===== src/rtl/pause_pkg.sv =====
// pause_pkg -- shared types for the pause arbiter slice.
//   pause_state_e : arbiter FSM states (WAIT_VBL is only reachable when
//                   PAUSE_VBLANK_SYNC_EN is defined)
//   OPT_OSD/OPT_DIM : bit indices into the options input
package pause_pkg;

   typedef enum logic [1:0] {
      RUN      = 2'd0,
      WAIT_VBL = 2'd1,
      PAUSED   = 2'd2,
      DIMMED   = 2'd3
   } pause_state_e;

   localparam int OPT_OSD = 0;
   localparam int OPT_DIM = 1;

endpackage


===== src/rtl/pause_dim_timer.sv =====
// pause_dim_timer -- one-second prescaler feeding a saturating seconds counter.
//   clk_sys : clock, posedge
//   reset   : synchronous, active-high
//   run     : advance the prescaler this cycle
//   clear   : zero both counters (wins over run)
//   expired : seconds count has reached DIM_SECS, or reaches it at this edge
module pause_dim_timer
   import pause_pkg::*;
#(
   parameter int unsigned CLK_HZ   = 24000000,
   parameter int unsigned DIM_SECS = 10
) (
   input  logic clk_sys,
   input  logic reset,
   input  logic run,
   input  logic clear,
   output logic expired
);

   localparam int PW = (CLK_HZ > 1) ? $clog2(CLK_HZ) : 1;
   localparam int SW = $clog2(DIM_SECS + 1);

   logic [PW-1:0] pre_q, pre_d;
   logic [SW-1:0] sec_q, sec_d;
   logic          tick;

   assign tick = run && (pre_q == PW'(CLK_HZ - 1));

   always_comb begin
      pre_d = pre_q;
      sec_d = sec_q;
      if (clear) begin
         pre_d = '0;
         sec_d = '0;
      end else if (run) begin
         pre_d = tick ? '0 : pre_q + PW'(1);
         if (tick && sec_q != SW'(DIM_SECS))
            sec_d = sec_q + SW'(1);
      end
   end

   always_ff @(posedge clk_sys) begin
      if (reset) begin
         pre_q <= '0;
         sec_q <= '0;
      end else begin
         pre_q <= pre_d;
         sec_q <= sec_d;
      end
   end

   // Look ahead by one tick so the FSM leaves PAUSED on the very edge the
   // last second completes, instead of one cycle later.
   assign expired = (sec_q == SW'(DIM_SECS)) ||
                    (tick && sec_q == SW'(DIM_SECS - 1));

endmodule


===== src/rtl/pause_arbiter.sv =====
// pause_arbiter -- merges user button, external requesters and OSD into one
// CPU pause, and dims the video after DIM_SECS seconds of idle pause.
//   clk_sys, reset          : clock / synchronous active-high reset
//   user_button             : level; rising edge toggles user pause or wakes
//   pause_request[NREQ]     : external requesters, OR-merged
//   options[1:0]            : [0] pause on OSD open, [1] dim enable
//   OSD_STATUS              : OSD open
//   vblank                  : core vblank (only with PAUSE_VBLANK_SYNC_EN)
//   rgb_in / rgb_out        : {r,g,b}, output registered with latency 1
//   pause_cpu, dim_active   : hold core / video currently dimmed
// Build option: PAUSE_VBLANK_SYNC_EN -- pause entry waits for a vblank rise.
module pause_arbiter
   import pause_pkg::*;
#(
   parameter int RW        = 3,
   parameter int GW        = 3,
   parameter int BW        = 2,
   parameter int NREQ      = 2,
   parameter int unsigned CLK_HZ   = 24000000,
   parameter int unsigned DIM_SECS = 10,
   parameter int DIM_SHIFT = 1
) (
   input  logic                   clk_sys,
   input  logic                   reset,
   input  logic                   user_button,
   input  logic [NREQ-1:0]        pause_request,
   input  logic [1:0]             options,
   input  logic                   OSD_STATUS,
   input  logic                   vblank,
   input  logic [RW+GW+BW-1:0]    rgb_in,
   output logic [RW+GW+BW-1:0]    rgb_out,
   output logic                   pause_cpu,
   output logic                   dim_active
);

   localparam int CW = RW + GW + BW;

   pause_state_e  state_q, state_d;
   logic          btn_q;
   logic          user_pause_q, user_pause_d;
   logic [CW-1:0] rgb_q, rgb_d;
   logic          btn_rise, want;
   logic          tmr_run, tmr_clear, tmr_expired;

   assign btn_rise = user_button & ~btn_q;

   // In DIMMED the button only wakes the screen; it must not drop the pause.
   assign user_pause_d = (btn_rise && state_q != DIMMED) ? ~user_pause_q
                                                         : user_pause_q;

   // Uses the post-toggle user pause so a button press that coincides with
   // every other request dropping keeps the core paused.
   assign want = user_pause_d | (|pause_request) |
                 (options[OPT_OSD] & OSD_STATUS);

`ifdef PAUSE_VBLANK_SYNC_EN
   logic vbl_q, vbl_rise;
   assign vbl_rise = vblank & ~vbl_q;
   always_ff @(posedge clk_sys) begin
      if (reset) vbl_q <= 1'b0;
      else       vbl_q <= vblank;
   end
`else
   logic unused_vblank;
   assign unused_vblank = vblank;
`endif

   always_comb begin
      state_d   = state_q;
      tmr_clear = 1'b0;
      case (state_q)
         RUN: begin
`ifdef PAUSE_VBLANK_SYNC_EN
            if (want) state_d = vbl_rise ? PAUSED : WAIT_VBL;
`else
            if (want) state_d = PAUSED;
`endif
         end
`ifdef PAUSE_VBLANK_SYNC_EN
         WAIT_VBL: begin
            if (!want)         state_d = RUN;
            else if (vbl_rise) state_d = PAUSED;
         end
`endif
         PAUSED: begin
            if (!want) begin
               state_d   = RUN;
               tmr_clear = 1'b1;
            end else if (options[OPT_DIM] && tmr_expired) begin
               state_d = DIMMED;
            end
         end
         DIMMED: begin
            if (!want) begin
               state_d   = RUN;
               tmr_clear = 1'b1;
            end else if (btn_rise || !options[OPT_DIM]) begin
               // Wake or dim disabled: back to PAUSED with a fresh timeout.
               state_d   = PAUSED;
               tmr_clear = 1'b1;
            end
         end
         default: state_d = RUN;
      endcase
   end

   assign tmr_run = (state_q == PAUSED) && options[OPT_DIM];

   pause_dim_timer #(
      .CLK_HZ   (CLK_HZ),
      .DIM_SECS (DIM_SECS)
   ) u_timer (
      .clk_sys (clk_sys),
      .reset   (reset),
      .run     (tmr_run),
      .clear   (tmr_clear),
      .expired (tmr_expired)
   );

   assign pause_cpu  = (state_q == PAUSED) || (state_q == DIMMED);
   assign dim_active = (state_q == DIMMED);

   always_comb begin
      rgb_d = rgb_in;
      if (dim_active)
         rgb_d = {rgb_in[CW-1 -: RW] >> DIM_SHIFT,
                  rgb_in[GW+BW-1 -: GW] >> DIM_SHIFT,
                  rgb_in[BW-1:0] >> DIM_SHIFT};
   end

   always_ff @(posedge clk_sys) begin
      if (reset) begin
         state_q      <= RUN;
         btn_q        <= 1'b0;
         user_pause_q <= 1'b0;
         rgb_q        <= '0;
      end else begin
         state_q      <= state_d;
         btn_q        <= user_button;
         user_pause_q <= user_pause_d;
         rgb_q        <= rgb_d;
      end
   end

   assign rgb_out = rgb_q;

endmodule

===== config.mk =====
export PLATFORM = sky130hd
export DESIGN_NAME = pause_arbiter
export DESIGN_NICKNAME = d
export VERILOG_FILES = /design/src/rtl/pause_pkg.sv /design/src/rtl/pause_dim_timer.sv /design/src/rtl/pause_arbiter.sv
export SDC_FILE = /design/constraint.sdc
export NUM_CORES = 1
export LEC_CHECK = 0
export CAP_MARGIN = 20
export CORE_MARGIN = 2
export CORE_UTILIZATION = 58
export CTS_CLUSTER_DIAMETER = 200
export DETAILED_ROUTE_END_ITERATION = 8
export MAX_ROUTING_LAYER = met4
export PLACE_DENSITY = 0.83
export RECOVER_POWER = 25
export SETUP_SLACK_MARGIN = 0.05
export SLEW_MARGIN = 20
export SYNTH_ARGS = -nofsm -noshare
export SYNTH_HDL_FRONTEND = slang
export SYNTH_SLANG_ARGS = --single-unit

===== constraint.sdc =====
create_clock -name clk_sys -period 2.85 [get_ports clk_sys]
set_input_delay 0.57 -clock clk_sys [delete_from_list [all_inputs] [get_ports clk_sys]]
set_output_delay 0.57 -clock clk_sys [all_outputs]
set_load 0.02 [all_outputs]

* Yosys cells after proc, flatten, opt, wreduce, memory -nomap -nowiden
Index checks and enable logic that the tools add are counted.
** Cells by class
- Bitwise gates (word level) :: 6
- Equality and inequality tests :: 10
- Reductions and logical operators :: 16
- Add/sub/neg operators :: 2
- Muxes and demuxes :: 13
** Operator list (count)
- 25-bit by 1-bit adder with 25-bit output, second input constant :: 1
- 25-bit == test, second input constant :: 1
- 25-bit 2-to-1 mux :: 1
- 2-bit 2-to-1 mux :: 5
- 4-bit == test, second input constant :: 2
- 7-bit 2-to-1 mux :: 1
- 1-bit logical AND :: 6
- 2-bit one-hot mux with 3 select lines :: 1
- 2-bit OR reduction :: 3
- 4-bit by 1-bit adder with 4-bit output, second input constant :: 1
- 2-bit == test, second input constant :: 2
- 1-bit 2-to-1 mux :: 4
- 2-bit inequality test, second input constant :: 2
- 4-bit inequality test, second input constant :: 1
- 1-bit logical OR :: 3
- 3-bit by 2-bit inequality test with 1-bit output, second input constant :: 1
- 3-bit inequality test, second input constant :: 1
- 3-bit AND reduction :: 1
- 1-bit bitwise AND :: 2
- 2-bit zero test :: 1
- 1-bit inverter :: 2
- 1-bit bitwise OR :: 2
- 1-bit one-hot mux with 2 select lines :: 1
- 2-bit AND reduction :: 1
- 1-bit zero test :: 1
** Storage, ports and cells
- Word-level logic and storage cells :: 54
- Register bits :: 41

* Depth between registers and ports, before layout
- Word-level depth :: 9
- Depth in mapped cells :: 7
- Gate-level depth less buffers :: 6

* Hierarchy
From an unflattened synthesis, not the netlist that was laid out.
** Second synthesis, totals
- Cell total of the unflattened synthesis :: 228
- Area, all modules :: 2000.7 um2
** By module, submodules not included
- pause_dim_timer :: area each 1501.4 um2, instances 1, sequential area each 580.6 um2, cells each 173
- pause_arbiter :: area each 499.2 um2, instances 1, sequential area each 240.2 um2, cells each 55

* Worst setup path after synthesis
Ideal clock, no wire load.
- Path type :: input -> register
- From :: input port options[1]
- To :: register u_timer.sec_q[3]
- Setup time :: 66 ps
- Path slack :: 1005 ps
- Stages on the path :: 6
- Arrival time :: 1779 ps
- Cell sequence :: buf_2 -> nand4b_2 -> nor3b_4 -> nand2_4 -> or3_1 -> a21oi_2
** On the way
- Word-level cells in the longest chain between the ends :: 6
- Elaborated cells between the ends (all ways) :: 10
- Those cells by class :: 3 x mux; 7 x reduce/logical
** RTL lines
- start: declaration :: line pause_arbiter.sv:27 : input logic [1:0] options,
- 1-bit zero test :: line pause_arbiter.sv:97 : end else if (btn_rise || !options[OPT_DIM]) begin
- 1-bit logical OR :: line pause_arbiter.sv:97
- 1-bit 2-to-1 mux :: line pause_arbiter.sv:97
- 1-bit 2-to-1 mux :: line pause_arbiter.sv:94 : if (!want) begin
- 1-bit one-hot mux with 2 select lines :: line pause_arbiter.sv:71 : case (state_q)
- 2-bit OR reduction (no source line)
- end signal: assignment :: line pause_dim_timer.sv:45 : sec_q <= '0;
- end signal: assignment :: line pause_dim_timer.sv:48 : sec_q <= sec_d;
- end: declaration :: line pause_dim_timer.sv:24 : logic [SW-1:0] sec_q, sec_d;
Several ways; a longest one is shown, not always the timed one.
A chain may end at the register's enable or synchronous reset.

* Worst setup path in the final report
- From :: register state_q[1]
- To :: output port dim_active
** On the way
- Word-level cells in the longest chain between the ends :: 1
** RTL lines
- start: declaration :: line pause_arbiter.sv:38 : pause_state_e state_q, state_d;
- start signal: assignment :: line pause_arbiter.sv:138 : state_q <= state_d;
- 2-bit == test :: line pause_arbiter.sv:121 : assign dim_active = (state_q == DIMMED);
- end: declaration :: line pause_arbiter.sv:33 : output logic dim_active
Every way passes these cells.

==> flow_metrics.py <==
metrics = {
    "status": {
        "status": "finished, final reports clean",
    },
    "clock_network": {
        "cts_root_buf": "clkbuf_4",
        "clockBufferDepth": 2,
        "tritoncts": "yes",
        "path_clk_slew_ns": 0.12,
        "postCtsHoldBufs": 0,
        "post_cts_buffers": 0,
        "cts.repair.resized": 0,
        "cts-buffers-inserted": 5,
        "h-tree-depth": 2,
        "cts.sinks": 41,
        "clk_latency_ns": 0.34,
    },
    "hold_path": {
        "worst_hold_path.endpoint": "u_timer.pre_q[1]",
        "worstHoldStart": "u_timer.pre_q[1]",
        "whs_path_depth": 2,
        "hold_path.class": "reg -> reg",
    },
    "grt": {
        "antenna_found_initial": 0,
        "grt_pass1_wl_um": 7020,
        "grt-ovfl-total": 0,
        "grt.total_usage_pct": 23.1,
        "grt_max_degree": 13,
        "grt_pass1_vias": 1559,
    },
    "power": {
        "power_leakage_nw": 0.865,
        "power_density_mw_per_mm2": 421,
        "peakVddDrop_uv": 328,
        "p_total_mw": 1.00,
    },
    "die": {
        "pin_count": 27,
        "fp-row-count": 21,
        "dieArea_mm2": 0.00398,
        "die_x_um": 63.1,
        "die_h_um": 63.1,
        "start_util_pct": 60.7,
        "core_mm2": 0.00334,
    },
    "logic_synthesis": {
        "ys_seq_elements": 41,
        "syn_avg_cell_area_um2": 9.13,
        "yosys_most_used_dff": "dfxtp_1",
        "synth.yosys.seq_area_share_pct": 40.5,
        "synth_fp_nets": 243,
        "ys_types": 44,
        "netlist_instances": 222,
        "synthesis.area_mm2": 0.00203,
        "synth-edff-count": 0,
        "yosysWarningCount": 0,
        "async_flop_share_pct": 0,
    },
    "sta": {
        "hold_violations": 0,
        "worst_pin_slew_ns": 0.434,
        "hold_ws_ns": 0.487,
        "final-max-slew-violation-count": 0,
        "fin_setup_tns_ns": 0,
        "fin_crit_ns": 2.42,
        "setup_violations": 0,
        "clock_skew_ns": 0.00887,
        "maxSlewHeadroom_pct": 70.8,
        "rsz0062_at_grt": "false",
        "finalCritPeriodShare_pct": 84.8,
        "fmax_ghz": 0.414,
    },
    "worst_setup_path": {
        "crit_type": "reg -> out",
        "required_ns": 2.28,
        "reg2reg_depth": 6,
        "startpoint_type": "flip-flop",
        "cp-startpoint": "state_q[1]",
        "cp_max_fo": 9,
        "endpoint_kind": "output port",
        "r2r_end": "u_timer.sec_q[3]",
        "rr_startpoint": "u_timer.pre_q[0]",
        "crit_arrival_ns": 1.85,
        "worst-r2r-setup-slack_ns": 0.96,
    },
    "route": {
        "ant_nets": 0,
        "wirelength_um": 3950,
        "post_drt_wl_per_cell_um": 13.2,
        "drcViolationCount": 0,
        "vias": 1635,
        "viasPerCell": 5.47,
        "dr.first_iter.drc_count": 127,
        "dr.pass1.iters": 4,
    },
    "final_layout": {
        "num_antenna_cells": 0,
        "final_layout_size_suffix_gt1_share_pct": 11.9,
        "final_cell_mix": "41 x dfxtp_1, 23 x clkdlybuf4s50_1, 21 x nand2_1",
        "area_growth_pct": 17.6,
        "nNetsFinal": 274,
        "final_common_cell": "dfxtp_1",
        "instances_no_fill": 299,
    },
    "placed_design": {
        "gp_congestion": 0.792,
        "port_buffers": 25,
        "dp_cells": 292,
        "dp_hpwl_um": 2910,
    },
    "job": {
        "maxCapViolCount": 0,
    },
}
==> through the flow <==
stage	util, %	setup WS (ns)	area (µm²)
finish	71.4	0.433	2380
global placement	69.9	0.514	2330
detailed placement	69.9	0.496	2330
CTS	71.6	0.509	2390
floorplan	-	1.01	2030
global route	71.4	0.293	2380
==> layer usage <==
layer,track usage (%),vias up,routed length (µm)
met3,7.32,6,168
met4,6.94,0,42
li1,-,835,-
met5,-,-,0
met2,36.8,49,1960
met1,27.9,745,1780
==> worst max-delay path, cell delays in order (launching register included) <==
cell	delay (ns)
dfxtp_1	0.51
nand2_4	0.12
inv_1	0.22
clkdlybuf4s50_1	0.65
==> cells by family after synthesis <==
group,after synthesis,share of synthesized area (%)
compound gates,27,8.89
xor+xnor,22,9.51
flops,41,40.5
simple gates,115,35.1
mux,1,0.494
fa+ha+maj,4,2.47
buf+inv,12,3.02
==> sequential cells by signal (all words and copies together), names as in the netlist <==
signal	cells
u_timer.pre_q	25
rgb_out	8
u_timer.sec_q	4
state_q	2
btn_q	1
user_pause_q	1
==> cells in the mapped netlist, types with 2 or more instances <==
cell | instances | share of area (%)
xnor2_1 | 11 | 4.8
xor2_1 | 11 | 4.8
nand2b_1 | 2 | 0.62
a21oi_1 | 14 | 3.5
nor2b_1 | 4 | 1.2
or3_1 | 4 | 1.2
nand3_1 | 13 | 3.2
nor4b_1 | 2 | 0.86
inv_1 | 5 | 0.93
nor4_1 | 2 | 0.62
o21ai_1 | 3 | 0.74
nand2_4 | 2 | 1.1
and3_1 | 7 | 2.2
and4_1 | 3 | 1.3
nor4bb_1 | 2 | 0.99
o21ai_0 | 4 | 0.99
nand4_1 | 12 | 3.7
buf_2 | 3 | 0.74
nand2_1 | 21 | 3.9
dfxtp_1 | 41 | 40
ha_1 | 4 | 2.5
nor2_4 | 9 | 5.0
nor2_1 | 19 | 3.5
nor3_1 | 4 | 0.99
==> cell type report <==
| cell class | instances | area [µm²] |
|---|---|---|
| flip-flops and latches | 41 | 821 |
| clock buffers | 7 | 55.1 |
| fillers | 261 | 953 |
| well taps | 46 | 57.6 |
| multi-input cells | 169 | 1140 |
| inverters | 6 | 22.5 |
| repair buffers | 30 | 288 |
==> worst max path at each step <==
stage / end
finish: dim_active
detailed placement: u_timer.sec_q[3]
global route: dim_active
CTS: dim_active
floorplan: u_timer.sec_q[3]
global placement: u_timer.sec_q[3]
==> power by group <==
| part | leakage [nW] | internal, mW | switching (mW) |
|---|---|---|---|
| sequential | 0.333 | 0.586 | 0.00886 |
| clock | 0.0314 | 0.117 | 0.179 |
| combinational | 0.500 | 0.0549 | 0.0585 |
No activity file was read; power rests on OpenSTA's default activity.
